**src/rtl/booth_r4_seq_mult_if.sv**
```systemverilog
// Operand/result handshake bundle for booth_r4_seq_mult.
// The controller drives the master side and the multiplier is the slave.
interface booth_r4_seq_mult_if #(
    parameter int unsigned L_word = 8
);
    logic                  Start;
    logic                  Signed_mode;
    logic [L_word-1:0]     A;
    logic [L_word-1:0]     x;
    logic [2*L_word-1:0]   product;
    logic                  Ready;
    logic                  Done;

    modport master (
        output Start, Signed_mode, A, x,
        input  product, Ready, Done
    );

    modport slave (
        input  Start, Signed_mode, A, x,
        output product, Ready, Done
    );
endinterface

```
**src/rtl/booth_r4_seq_mult.sv**
```systemverilog
// Radix-4 Booth sequential multiplier: L_word x L_word -> 2*L_word, signed or unsigned.
// Optional macro BOOTH_EARLY_TERM_EN ends the run once all remaining Booth digits are zero.
module booth_r4_seq_mult #(
    parameter int unsigned L_word = 8
) (
    input  logic               clk,
    input  logic               reset,
    booth_r4_seq_mult_if.slave bus
);

    localparam int unsigned W  = L_word;
    localparam int unsigned PW = 2 * L_word;
    localparam int unsigned MW = 2 * L_word + 2;
    localparam int unsigned QW = L_word + 2;
    localparam int unsigned N  = L_word / 2 + 1;
    localparam int unsigned CW = $clog2(N + 1);

    localparam logic [1:0] S_IDLE = 2'd0;
    localparam logic [1:0] S_RUN  = 2'd1;
    localparam logic [1:0] S_DONE = 2'd2;

    logic [1:0]    state_q,   state_d;
    logic [MW-1:0] m_q,       m_d;
    logic [MW-1:0] acc_q,     acc_d;
    logic [QW-1:0] q_q,       q_d;
    logic          qm1_q,     qm1_d;
    logic [CW-1:0] cnt_q,     cnt_d;
    logic [PW-1:0] product_q, product_d;
    logic          ready_q,   ready_d;
    logic          done_q,    done_d;

    logic          sign_a;
    logic          sign_x;
    logic          zero_op;
    logic [2:0]    triplet;
    logic [MW-1:0] sel;
    logic          sub;
    logic [MW-1:0] acc_sum;
    logic          last_digit;

    // Operand extension follows Signed_mode; a zero operand short-circuits to S_DONE
    always_comb begin
        sign_a  = bus.Signed_mode & bus.A[W-1];
        sign_x  = bus.Signed_mode & bus.x[W-1];
        zero_op = (bus.A == '0) || (bus.x == '0);
    end

    // Booth digit decode and accumulate; negative digits add the inverted multiple plus one
    always_comb begin
        triplet = {q_q[1:0], qm1_q};
        sel     = '0;
        sub     = 1'b0;
        case (triplet)
            3'b001, 3'b010: sel = m_q;
            3'b011:         sel = {m_q[MW-2:0], 1'b0};
            3'b100: begin
                sel = {m_q[MW-2:0], 1'b0};
                sub = 1'b1;
            end
            3'b101, 3'b110: begin
                sel = m_q;
                sub = 1'b1;
            end
            default: sel = '0;
        endcase
        acc_sum = acc_q + (sub ? ~sel : sel) + MW'(sub);
    end

    // Next-state and datapath update
    always_comb begin
        state_d    = state_q;
        m_d        = m_q;
        acc_d      = acc_q;
        q_d        = q_q;
        qm1_d      = qm1_q;
        cnt_d      = cnt_q;
        product_d  = product_q;
        last_digit = 1'b0;

        case (state_q)
            S_IDLE: begin
                if (bus.Start) begin
                    m_d   = {{(MW-W){sign_a}}, bus.A};
                    q_d   = {{(QW-W){sign_x}}, bus.x};
                    qm1_d = 1'b0;
                    acc_d = '0;
                    cnt_d = '0;
                    if (zero_op) begin
                        product_d = '0;
                        state_d   = S_DONE;
                    end else begin
                        state_d   = S_RUN;
                    end
                end
            end
            S_RUN: begin
                acc_d = acc_sum;
                m_d   = {m_q[MW-3:0], 2'b00};
                qm1_d = q_q[1];
                q_d   = {{2{q_q[QW-1]}}, q_q[QW-1:2]};
                cnt_d = cnt_q + CW'(1);
                last_digit = (cnt_q == CW'(N - 1));
`ifdef BOOTH_EARLY_TERM_EN
                if (q_d == {QW{qm1_d}}) begin
                    last_digit = 1'b1;
                end
`endif
                if (last_digit) begin
                    product_d = acc_sum[PW-1:0];
                    state_d   = S_DONE;
                end
            end
            S_DONE:  state_d = S_IDLE;
            default: state_d = S_IDLE;
        endcase

        ready_d = (state_d == S_IDLE);
        done_d  = (state_d == S_DONE);
    end

    always_ff @(posedge clk) begin
        if (reset) begin
            state_q   <= S_IDLE;
            m_q       <= '0;
            acc_q     <= '0;
            q_q       <= '0;
            qm1_q     <= 1'b0;
            cnt_q     <= '0;
            product_q <= '0;
            ready_q   <= 1'b1;
            done_q    <= 1'b0;
        end else begin
            state_q   <= state_d;
            m_q       <= m_d;
            acc_q     <= acc_d;
            q_q       <= q_d;
            qm1_q     <= qm1_d;
            cnt_q     <= cnt_d;
            product_q <= product_d;
            ready_q   <= ready_d;
            done_q    <= done_d;
        end
    end

    assign bus.product = product_q;
    assign bus.Ready   = ready_q;
    assign bus.Done    = done_q;

endmodule

```
**src/flat_wrapper.sv**
```systemverilog
// flat-port wrapper written by rule: the top's interface ports become plain ports
module booth_r4_seq_mult_flat 
#(
    parameter int unsigned L_word = 8
)
  (clk, reset, bus_Start, bus_Signed_mode, bus_A, bus_x, bus_product, bus_Ready, bus_Done);
  booth_r4_seq_mult_if #(.L_word(L_word)) bus_i ();
  input  logic clk;
  input  logic reset;
  input wire logic [$bits(bus_i.Start)-1:0] bus_Start;
  input wire logic [$bits(bus_i.Signed_mode)-1:0] bus_Signed_mode;
  input wire logic [$bits(bus_i.A)-1:0] bus_A;
  input wire logic [$bits(bus_i.x)-1:0] bus_x;
  output wire logic [$bits(bus_i.product)-1:0] bus_product;
  output wire logic [$bits(bus_i.Ready)-1:0] bus_Ready;
  output wire logic [$bits(bus_i.Done)-1:0] bus_Done;
  assign bus_i.Start = bus_Start;
  assign bus_i.Signed_mode = bus_Signed_mode;
  assign bus_i.A = bus_A;
  assign bus_i.x = bus_x;
  assign bus_product = bus_i.product;
  assign bus_Ready = bus_i.Ready;
  assign bus_Done = bus_i.Done;
  booth_r4_seq_mult #(.L_word(L_word)) u_core (.clk(clk), .reset(reset), .bus(bus_i));
endmodule
```
**config.mk**
```make
export PLATFORM = sky130hd
export DESIGN_NAME = booth_r4_seq_mult_flat
export DESIGN_NICKNAME = d
export VERILOG_FILES = /design/src/rtl/booth_r4_seq_mult_if.sv /design/src/rtl/booth_r4_seq_mult.sv /design/src/flat_wrapper.sv
export SDC_FILE = /design/constraint.sdc
export NUM_CORES = 1
export LEC_CHECK = 0
export BUFFER_PORTS_ARGS = -buffer_cell sky130_fd_sc_hd__buf_2
export CORE_MARGIN = 2
export CORE_UTILIZATION = 45
export CTS_CLUSTER_DIAMETER = 50
export DETAILED_ROUTE_END_ITERATION = 10
export PLACE_DENSITY = 0.71
export SLEW_MARGIN = 30
export SYNTH_ARGS = -nofsm -noshare
export SYNTH_HDL_FRONTEND = slang
export SYNTH_SLANG_ARGS = --single-unit
```
**constraint.sdc**
```tcl
create_clock -name clk -period 3.4 [get_ports clk]
set_clock_uncertainty 0.1 [all_clocks]
set_input_delay 0.68 -clock clk [delete_from_list [all_inputs] [get_ports clk]]
set_output_delay 0.68 -clock clk [all_outputs]
set_load 0.02 [all_outputs]
```
* Word level (Yosys, flattened, before mapping)
Index checks and enable logic that the tools add are counted.
** Operators by class
- Reduce and logical (&&, ||, !) cells :: 12
- Equality and inequality tests :: 12
- Multiplexer cells :: 21
- Bitwise operators :: 4
- $add $sub $neg :: 3
** Operators by type and width (number)
- $pmux W18 S2 :: 3
- $mux W18 :: 3
- $mux W16 :: 3
- $pmux W16 S2 :: 1
- $pmux W10 S2 :: 1
- $add A18 B1 Y18 :: 1
- $add A18 B18 Y18 :: 1
- $not A18 Y18 :: 1
- $logic_not A8 Y1 :: 2
- $eq A3 B3 Y1 const B :: 4
- $mux W10 :: 1
- $eq A3 B2 Y1 const B :: 2
- $mux W2 :: 3
- $pmux W3 S2 :: 1
- $logic_not A2 Y1 :: 2
- $ne A2 B1 Y1 const B :: 2
- $pmux W2 S2 :: 1
- $reduce_and A4 Y1 :: 1
- $reduce_or A4 Y1 :: 1
- $add A3 B1 Y3 const B :: 1
- $eq A3 B1 Y1 const B :: 1
- $mux W3 :: 1
- $reduce_and A3 Y1 :: 1
- $reduce_or A3 Y1 :: 1
- other kinds (11) :: 13
** Word-level totals
- Word-level logic and storage cells :: 62
- Flip-flop bits (word level) :: 70
- Input bits :: 20

* Longest topological paths before layout
- Depth in word-level cells :: 9
- Depth in mapped cells :: 13

* Least setup slack after synthesis
OpenSTA, ideal clock, no wires.
- Path type :: register to register
- Start :: register u_core.qm1_q
- End :: register u_core.acc_q[13]
- Clock period less this slack :: 3.756 ns
- Required time :: 3.221 ns
- Path slack :: -0.356 ns
- Path buffers :: 1
- Arrival :: 3.577 ns
- Cell stages (with the launch flop) :: 13
- Cell sequence :: dfxtp_1 -> inv_1 -> ha_1 -> o31ai_4 -> clkbuf_1 -> xor2_1 -> ha_1 -> a21o_1 -> a221o_1 -> a221oi_2 -> a211oi_1 -> or4_1 -> o211ai_1
** Between the ends
- Word-level cells in the longest chain between the ends :: 8
** Ends and longest elaborated chain
- start, declared :: line booth_r4_seq_mult.sv:26 : logic qm1_q, qm1_d;
- start signal, assigned :: line booth_r4_seq_mult.sv:137 : qm1_q <= qm1_d;
- $eq A3 B1 Y1 (tied with other cells) :: line booth_r4_seq_mult.sv:53 : case (triplet)
- $reduce_or A4 Y1 (no line) / $reduce_or A2 Y1 (equally long branches)
- $pmux W18 S2 :: line booth_r4_seq_mult.sv:53
- $not A18 Y18 :: line booth_r4_seq_mult.sv:66 : acc_sum = acc_q + (sub ? ~sel : sel) + MW'(sub);
- $mux W18 :: line booth_r4_seq_mult.sv:66
- $add A18 B18 Y18 :: line booth_r4_seq_mult.sv:66
- $add A18 B1 Y18 (*) :: line booth_r4_seq_mult.sv:66
- $pmux W18 S2 (*) :: line booth_r4_seq_mult.sv:80 : case (state_q)
- end signal, assigned :: line booth_r4_seq_mult.sv:125 : acc_q <= '0;
- end signal, assigned :: line booth_r4_seq_mult.sv:135 : acc_q <= acc_d;
- end, declared :: line booth_r4_seq_mult.sv:24 : logic [MW-1:0] acc_q, acc_d;
Mark *: on every way between the ends. The rest lies on a longest branch, timed or not.
A chain may end at the register's enable or synchronous reset.

* Worst setup path in the final report
- Start :: register u_core.qm1_q
- End :: register u_core.product_q[11] (netlist: u_core.bus.product[11])
** Between the ends
- Word-level cells in the longest chain between the ends :: 9
** Ends and longest elaborated chain
- $eq A3 B1 Y1 (tied with other cells) :: line booth_r4_seq_mult.sv:53
- $reduce_or A4 Y1 (no line) / $reduce_or A2 Y1 (equally long branches)
- $pmux W18 S2 :: line booth_r4_seq_mult.sv:53
- $not A18 Y18 :: line booth_r4_seq_mult.sv:66
- $mux W18 :: line booth_r4_seq_mult.sv:66
- $add A18 B18 Y18 :: line booth_r4_seq_mult.sv:66
- $add A18 B1 Y18 (*) :: line booth_r4_seq_mult.sv:66
- $mux W16 (*) :: line booth_r4_seq_mult.sv:108 : if (last_digit) begin
- $pmux W16 S2 (*) :: line booth_r4_seq_mult.sv:80
- end signal, assigned :: line booth_r4_seq_mult.sv:139 : product_q <= product_d;
- end, declared :: line booth_r4_seq_mult.sv:28 : logic [PW-1:0] product_q, product_d;
Mark *: on every way between the ends. The rest lies on a longest branch, timed or not. The select of a mux whose other input is x is not followed.

==> results.toml <==
[status]
run_status = "completed"

[worst_setup_path]
cp.arrival_ns = 3.41
required_ns = 3.54
critical_path.startpoint = "u_core.qm1_q"
critPathKind = "flip-flop to flip-flop"
crit_slowest_cell = "dfxtp_2"
worstSetupEndpoint = "u_core.bus.product[11]"
end_kind = "flip-flop"
rr_worst_depth = 13
r2r_slack_ns = 0.13
start_kind = "flip-flop"
slowest_delay_ns = 0.36
reg2reg_to = "u_core.bus.product[11]"
cp_max_fo = 10
rr_startpoint = "u_core.qm1_q"
crit_chain = "inv_1 > ha_2 > mux2_4 > a22oi_2 > xor2_2 > ha_1 > a21o_1 > a221o_1 > a221oi_4 > buf_4 > nand3_1 > nor2b_1 > a22o_1"

[timing]
report.final.slew_viol_count = 0
rsz0062_at_grt = "true"
max_freq_ghz = 0.306
final.setup.tns_ns = 0
fin_crit_sh_pct = 96.2
relSlewSlack_pct = 40.3
setup_viol_count_final = 0
post-route-min-period_ns = 3.27
report.final.hold_viol_count = 0
worst_slew_pin_slew_ns = 0.896

[routing]
dr_total_vias = 3696
routed_wirelength_um = 9880
drtPass1Iterations = 4
drc_errors = 0
antenna_left = 0
drt_iter0_drc = 221
vias_per_cell = 5.87
avgRoutedWirePerCell_um = 15.7

[yosys]
synth_area_um2 = 3750
synth_top_cell_area_share_pct = 35.3
synth_seq_cells = 66
synthArstFlopShare_pct = 0
synthTopCellsByArea = "dfxtp_1 (35%), ha_1 (7.3%), nand2_1 (7.1%), nor2_1 (4.1%), a22oi_1 (3.8%)"
avgSynthCellArea_um2 = 8.09
ys_seq_area_share_pct = 35.3
synth_fp_nets = 506
yosysMostFrequentCell = "nand2_1"
synth-edff-count = 0
ys_warn_count = 0
synth_top_cell_by_area = "dfxtp_1"
synthDistinctLibCells = 54
synthTopCellsByCount = "nand2_1 (71), dfxtp_1 (66), nor2_1 (41)"
synth-main-ff-cell = "dfxtp_1"
syn_inst = 463

[clocking]
cts_tree = "done"
clk_pin_slew_ns = 0.07
numCtsBuffers = 9
clockBufferDepth = 2
clkLatencyLatePin_ns = 0.34
htreeDepth = 3
clock-sinks = 66
ctsHoldBuffers = 0
cts_root_buf = "clkbuf_8"

[global_route]
grt_max_degree = 41
grt_pass1_vias = 3227
antenna_found_initial = 0
grt_pass1_wl_um = 15800
track_usage_pct = 22.2
grt.overflow.total = 0

[power_and_ir_drop]
p_per_area_nw_per_um2 = 448
power_frac_comb_pct = 23.0
clkPwrFrac_pct = 35.5
pwr-share-seq_pct = 41.6
swShare_pct = 29.4
p_int_mw = 1.44
leakage_nw = 1.93
peakVddDrop_uv = 248
p_sw_mw = 0.602

[cells_and_area]
final.fill_count = 737
fin_cells = 630
area.growth.synth_to_final_pct = 22.0
antenna_cells = 0
final_nets = 563
drive_gt1_share_pct = 20.8

[place]
gp_congestion = 0.892
place.port_buffers = 37
placed_cells = 606
hpwl_um = 6940

[floorplanning]
start_util_pct = 46.1
die-area_um2 = 9070
core-area_um2 = 8130
rows = 33
die_w_um = 95.2
io_pins = 38
die_h_um = 95.2

[run]
cap_violations = 0

[hold_path]
hold_class = "flip-flop to flip-flop"
## cell families (layout without fill, tap and decap cells)
kind of cell,count (synthesis),count (layout),share of synthesized area (%)
XOR/XNOR,23,23,5.38
AND/OR/NAND/NOR,181,181,21.9
AO/OA/AOI/OAI,126,126,24.4
adder cells (fa/ha/maj),23,23,7.88
flip-flops,66,66,35.3
buffers and inverters,40,102,4.07
multiplexers,4,4,1.10
## final cells by class
| type | instances | area (um^2) | share of cell area, % |
|---|---|---|---|
| Inverter | 13 | 48.8 | 1.07 |
| Tap cell | 105 | 131 | 2.87 |
| Clock buffer | 14 | 153 | 3.34 |
| Clock inverter | 2 | 60.1 | 1.31 |
| Timing Repair Buffer | 73 | 468 | 10.2 |
| Sequential cell | 66 | 1320 | 29.0 |
| Multi-Input combinational cell | 357 | 2390 | 52.2 |
## how the worst min path moves through the flow
stage	startpoint	endpoint	slack, ns	cells past startpoint
6_report	u_core.bus.product[0]	u_core.bus.product[0]	0.35	2
5_1_grt	u_core.bus.product[6]	u_core.bus.product[6]	0.37	2
4_1_cts	u_core.bus.product[0]	u_core.bus.product[0]	0.35	2
3_5_place_dp	u_core.bus.product[5]	u_core.bus.product[5]	0.34	2
3_3_place_gp	u_core.bus.product[9]	u_core.bus.product[9]	0.33	2
2_1_floorplan	u_core.q_q[9]	u_core.q_q[9]	0.33	2
## stage by stage
step | hold slack [ns] | setup slack (ns) | cell area (um^2) | utilization, % | total power [mW]
final | 0.352 | 0.130 | 4570 | 56.2 | 2.05
after global placement | 0.333 | 0.0731 | 4220 | 51.9 | 1.29
after detailed placement | 0.343 | 0.0201 | 4220 | 51.9 | 1.30
after CTS | 0.352 | 0.00900 | 4440 | 54.6 | 2.02
after floorplan | 0.333 | 0.0360 | 3790 | - | 1.15
after global routing | 0.371 | -0.0380 | 4570 | 56.2 | 2.14
## repair_timing
action,CTS,global route
pin swaps,1,9
hold endpoints to repair,0,0
endpoints found under the setup margin,2,16
gates resized for setup,1,12
buffers inserted,0,8
## registers in the layout, summed over array words and instances, names as in the netlist, 2 cells and up
signal              count
u_core.m_q             16
u_core.cnt_q            3
u_core.bus.product     16
u_core.acc_q           16
u_core.q_q             10
u_core.state_q          2
## cells in the final DEF, fill, tap and decap left out, types with 10 or more instances in the layout
cell      synthesis  layout
a21o_1           10      10
a21oi_1          27      27
a22oi_1          19      14
a311oi_1         12      12
a31oi_1          11      11
buf_2             2      37
buf_4             0      35
clkbuf_8          0      10
dfxtp_1          66      64
ha_1             22      19
inv_1            12      12
nand2_1          71      71
nand3_1          28      28
nand4_1          10      10
nor2_1           41      41
o21ai_0          13      13
xor2_1           16      12
## power by group through the flow
stage,combinational [mW],clock (mW),sequential [mW]
CTS,0.435,0.737,0.848
global route,0.518,0.771,0.854
finish,0.470,0.726,0.850
global placement,0.422,0,0.864
detailed placement,0.431,0,0.865
floorplan,0.299,0,0.855
## worst max-delay path, delay by kind of cell, from the launching register on
kind	cells	cell delay (ns)
multiplexers	1	0.32
adder cells (fa/ha/maj)	2	0.52
AO/OA/AOI/OAI	5	1.25
flip-flops	1	0.36
buffers and inverters	2	0.24
AND/OR/NAND/NOR	2	0.26
XOR/XNOR	1	0.11
## routing by layer
layer / track usage (%) / vias up / part of all wire (%)
li1: - / 1806 / -
met1: 31.4 / 1776 / 47
met2: 33.6 / 99 / 46
met3: 5.45 / 15 / 5.9
met4: 6.28 / 0 / 1.5
met5: 0 / - / 0
Power figures use the tool's default switching activity.
